`config.mk`:
```
export PLATFORM = sky130hd
export DESIGN_NAME = cordic_range_reduce
export DESIGN_NICKNAME = d
export VERILOG_FILES = /design/src/rtl/cordic_range_reduce.sv
export SDC_FILE = /design/constraint.sdc
export NUM_CORES = 1
export LEC_CHECK = 0
export BUFFER_PORTS_ARGS = -buffer_cell sky130_fd_sc_hd__buf_4
export CORE_ASPECT_RATIO = 1.1
export CORE_UTILIZATION = 23
export CTS_CLUSTER_DIAMETER = 150
export CTS_CLUSTER_SIZE = 24
export DETAILED_ROUTE_END_ITERATION = 16
export SLEW_MARGIN = 0
export SYNTH_ARGS = -nofsm -noshare
export SYNTH_HDL_FRONTEND = slang
export SYNTH_SLANG_ARGS = --single-unit
```
`constraint.sdc`:
```
create_clock -name i_clk -period 7.3 [get_ports i_clk]
set_input_delay 0.73 -clock i_clk [delete_from_list [all_inputs] [get_ports i_clk]]
set_output_delay 0.73 -clock i_clk [all_outputs]
set_load 0.01 [all_outputs]
```
`src/rtl/cordic_range_reduce.sv`:
```
// cordic_range_reduce: reduces a signed Q8.16 angle mod 2pi and folds it into [-pi/2, pi/2] with a cosine-negate flag
module cordic_range_reduce #(
  parameter int QINT = 8,
  parameter int QFRAC = 16,
  parameter logic [QINT+QFRAC-1:0] TWO_PI = 'h06487F,
  parameter logic [QINT+QFRAC-1:0] PI = 'h03243F,
  parameter logic [QINT+QFRAC-1:0] HALF_PI = 'h01921F
) (
  input  logic                  i_clk,
  input  logic                  i_rst,
  input  logic                  i_en,
  input  logic [QINT+QFRAC-1:0] i_theta,
  output logic                  o_rdy,
  output logic                  o_vld,
  output logic [QINT+QFRAC-1:0] o_theta,
  output logic                  o_cos_neg
);
  localparam int W = QINT + QFRAC;
  typedef enum logic [2:0] {IDLE, LOAD, RED, FOLD, DONE} state_t;
  state_t state_q, state_d;
  logic sgn_q, neg_q, neg_d, accept, ge;
  logic [W-1:0] mag_q, theta_q, theta_d;
  logic [W:0] rem_q, sub;
  logic [2:0] k_q;
  logic signed [W+1:0] r, a, pi_s, hpi_s, tpi_s;
  assign accept = i_en & o_rdy;
  assign sub = {1'b0, TWO_PI} << k_q;
  assign ge = rem_q >= sub;
  assign pi_s = $signed({2'b0, PI});
  assign hpi_s = $signed({2'b0, HALF_PI});
  assign tpi_s = $signed({2'b0, TWO_PI});
  always_ff @(posedge i_clk)
    if (i_rst) state_q <= IDLE;
    else state_q <= state_d;
  always_comb begin
    state_d = state_q;
    case (state_q)
      IDLE: state_d = i_en ? LOAD : IDLE;
      LOAD: state_d = RED;
      RED:  state_d = k_q == 3'd0 ? FOLD : RED;
      FOLD: state_d = DONE;
      DONE: state_d = i_en ? LOAD : IDLE;
      default: state_d = IDLE;
    endcase
  end
  always_comb begin
    o_rdy = state_q == IDLE || state_q == DONE;
    o_vld = state_q == DONE;
  end
  always_comb begin
    r = rem_q > {1'b0, PI} ? $signed({1'b0, rem_q}) - tpi_s : $signed({1'b0, rem_q});
    a = r > hpi_s ? pi_s - r : r < -hpi_s ? -pi_s - r : r;
    neg_d = r > hpi_s || r < -hpi_s;
    theta_d = W'(sgn_q ? -a : a);
  end
  always_ff @(posedge i_clk)
    if (i_rst) begin
      sgn_q <= 1'b0;
      mag_q <= '0;
      rem_q <= '0;
      k_q <= '0;
      theta_q <= '0;
      neg_q <= 1'b0;
    end else begin
      if (accept) begin
        sgn_q <= i_theta[W-1];
        mag_q <= i_theta[W-1] ? -i_theta : i_theta;
      end
      if (state_q == LOAD) begin
        rem_q <= {1'b0, mag_q};
        k_q <= 3'd4;
      end
      if (state_q == RED) begin
        rem_q <= ge ? rem_q - sub : rem_q;
        k_q <= k_q - 3'd1;
      end
      if (state_q == FOLD) begin
        theta_q <= theta_d;
        neg_q <= neg_d;
      end
    end
  assign o_theta = theta_q;
  assign o_cos_neg = neg_q;
endmodule

```
==> reports/qor.csv <==
stage,metric,value,unit
clock_network,insertion_delay,0.36,ns
power_and_ir_drop,power_switching,2690,uW
global_routing,grt_pass1_wl,41.4,mm
global_routing,grt_overflow,0,
sta,fin_tns_setup,0,ns
worst_setup_path,crit_required,7.58,ns
clock_network,h-tree-depth,3,
worst_setup_path,crit_fanout,32,
detailed_routing,wire_per_inst,16.3,um
synthesis,yosys.area.top_type,dfxtp_1,
synthesis,ys.flop_type,dfxtp_1,
layout,nFillCells,3786,
worst_setup_path,crit_path_end_kind,register,
synthesis,synth_top_family_by_area,compound AO/OA/AOI/OAI gates,
synthesis,synthAdderAreaFrac,5.62,%
synthesis,synth_nets,1167,
global_routing,grt_antenna_before_repair,0,
clock_network,clk_path_buf_depth,2,
power_and_ir_drop,p_sw_share,55.9,%
clock_network,cts_setup_buffers,0,
floorplan,die_h,199,um
power_and_ir_drop,comb_power_share,77.0,%
layout,final_net_count,1169,
worst_setup_path,crit_type,register to register,
min_path,min_path_type,register to register,
synthesis,ys_ff_latch,81,
worst_setup_path,arrival,6.90,ns
power_and_ir_drop,leakagePower,0.00337,uW
synthesis,synth-edff-count,0,
synthesis,synthXorXnorAreaFrac,10.8,%
sta,max_freq,0.151,GHz
synthesis,yosys-top-cells-count,"nor2_1 (135), nand2_1 (110), a21oi_1 (82), dfxtp_1 (81), a211oi_1 (47)",
synthesis,synthArstFlopShare,0,%
synthesis,synth_top_area_share,19.9,%
sta,worst_pin_slew,0.893,ns
synthesis,yosysSeqAreaShare,19.9,%
synthesis,synth_warnings,0,
floorplan,row_count,71,
sta,clock_skew,0.0163,ns
sta,fin_crit_sh,90.8,%
place,port_buffers,53,
synthesis,synthDistinctLibCells,97,
floorplan,dieArea,36200,um2
clock_network,postCtsResizedCells,0,
floorplan,initial_core_util,23.6,%
synthesis,postSynthAreaPerCell,7.38,um2
clock_network,cts.sinks,81,
detailed_routing,ant_nets,0,
synthesis,synth_most_common_cell,nor2_1,
synthesis,syn_inst,1104,
sta,finalSetupViolCount,0,
place,dpl.hpwl,19.4,mm
floorplan,ios,54,
power_and_ir_drop,ir_drop,208,uV
floorplan,core,34600,um2
worst_setup_path,cp-start-kind,register,
layout,layout-drive-gt1-share,11.6,%
place,gp_congestion,0.929,
detailed_routing,routed_wl,25.3,mm
detailed_routing,vias,8297,
sta,rsz0062_at_grt,false,
layout,fin_util,26.4,%
run_status,outcome,finished clean,
detailed_routing,drcViolationCount,0,
layout,antenna_cells,0,
global_routing,grt_max_degree,81,
synthesis,muxShareOfSynthArea,1.11,%
detailed_routing,dr.pass1.iters,5,
power_and_ir_drop,p_int,2120,uW
sta,slew_violations,0,
clock_network,tritoncts,yes,
global_routing,grt_pass1_vias,7784,
synthesis,synth-simple-area-share,27.1,%
global_routing,grtUsageTotal,14.1,%
clock_network,root_buffer,clkbuf_16,
power_and_ir_drop,finalPower,4820,uW
clock_network,cts_made_buffers,9,
sta,hold_viol,0,
synthesis,synth-compound-area-share,29.5,%
detailed_routing,viasPerCell,5.36,
power_and_ir_drop,clockPowerShare,9.7,%
clock_network,cts_hold_buf,0,
synthesis,synth_area,8150,um2
detailed_routing,drt-initial-drc-count,561,
synthesis,ys_top_cells_by_area,"dfxtp_1 (20%), nor2_1 (6.2%), ha_1 (5.4%), nand2_1 (5.1%), a21oi_1 (5.0%)",
sta,slew_headroom,40.5,%
layout,area_growth,11.9,%
floorplan,die_w,181,um
job,maxCapViolations,0,
power_and_ir_drop,pwr-share-seq,13.4,%
power_and_ir_drop,power_per_cell_area,528,nW/um2
clock_network,clk_pin_slew,0.08,ns
sta,layout_min_cycle_time,6.63,ns
## cell families after synthesis
kind of cell,count (synthesis)
AND/OR/NAND/NOR,437
multiplexers,9
adder cells (fa/ha/maj),36
flip-flops,81
AO/OA/AOI/OAI,340
buffers and inverters,105
XOR/XNOR,96
## registers in the layout, indices dropped and copies added, names as in the netlist
register	flops
k_q	3
mag_q	24
o_cos_neg	1
o_theta	24
rem_q	25
sgn_q	1
state_q	3
## cell type report
cell class                      instances  area [um2]  area share, %
Multi-Input combinational cell        918        6040           66.2
Clock buffer                            9         225           2.47
Inverter                               29         109           1.19
Tap cell                              438         548           6.01
Sequential cell                        81        1620           17.8
Clock inverter                          7        73.8          0.809
Timing Repair Buffer                   67         503           5.51
## critical path: stages (launching register included)
cell       delay (ns)
dfxtp_1          0.62
and4_1           0.48
a2111oi_4        0.14
o211a_4          0.39
nor2_1           0.57
a31oi_1          0.23
buf_4            0.23
a2111oi_0        0.53
o2111a_1         0.28
or3_1            0.42
xnor2_1          0.21
ha_1             0.28
nand2_1          0.09
or3_1            0.32
o221ai_1         0.08
o221a_2          0.25
nand4_2          0.12
or4_1            0.63
and3_1           0.23
or3_1            0.30
a21oi_1          0.14
## metrics by stage
stage               setup slack, ns  cells  hold slack [ns]  cell area, um2
detailed placement            0.826   1533            0.446            8820
global placement              0.801   1533            0.444            8820
CTS                           0.767   1549            0.456            9120
floorplan                      1.70   1104            0.429            8150
finish                        0.672   1549            0.454            9120
global route                  0.221   1549            0.474            9120
## cells in the final DEF, fill, tap and decap left out, drive strengths merged, types with 35 or more instances in the layout
master and instances:
o21ai 47, xnor2 48, buf 67, a211oi 48, xor2 48, dfxtp 81
nor2 136, a21oi 83, ha 35, nand2 111
## path summary, 6_finish.rpt
check | depth (start not counted) | start | endpoint | slack (ns)
setup / recovery | 20 | rem_q[3] | o_theta[16] | 0.67
hold reg to reg | 2 | o_theta[11] | o_theta[11] | 0.45
setup reg to reg | 20 | rem_q[3] | o_theta[16] | 0.67
hold / removal | 2 | o_theta[11] | o_theta[11] | 0.45
## layer usage
metal	vias to the layer above	wire length, um	track usage, %
met3	49	1110	1.77
met4	0	631	5.18
li1	4075	-	-
met2	240	12000	24.3
met5	-	0	0
met1	3933	11500	17.9
## power by group through the flow
stage	clock, uW	combinational [uW]	sequential, uW
after floorplan	0	2960	556
after global placement	0	3640	649
after detailed placement	0	3660	651
after CTS	479	3680	641
after global routing	496	4080	657
final	465	3710	644
No activity file was read; power rests on OpenSTA's default activity.
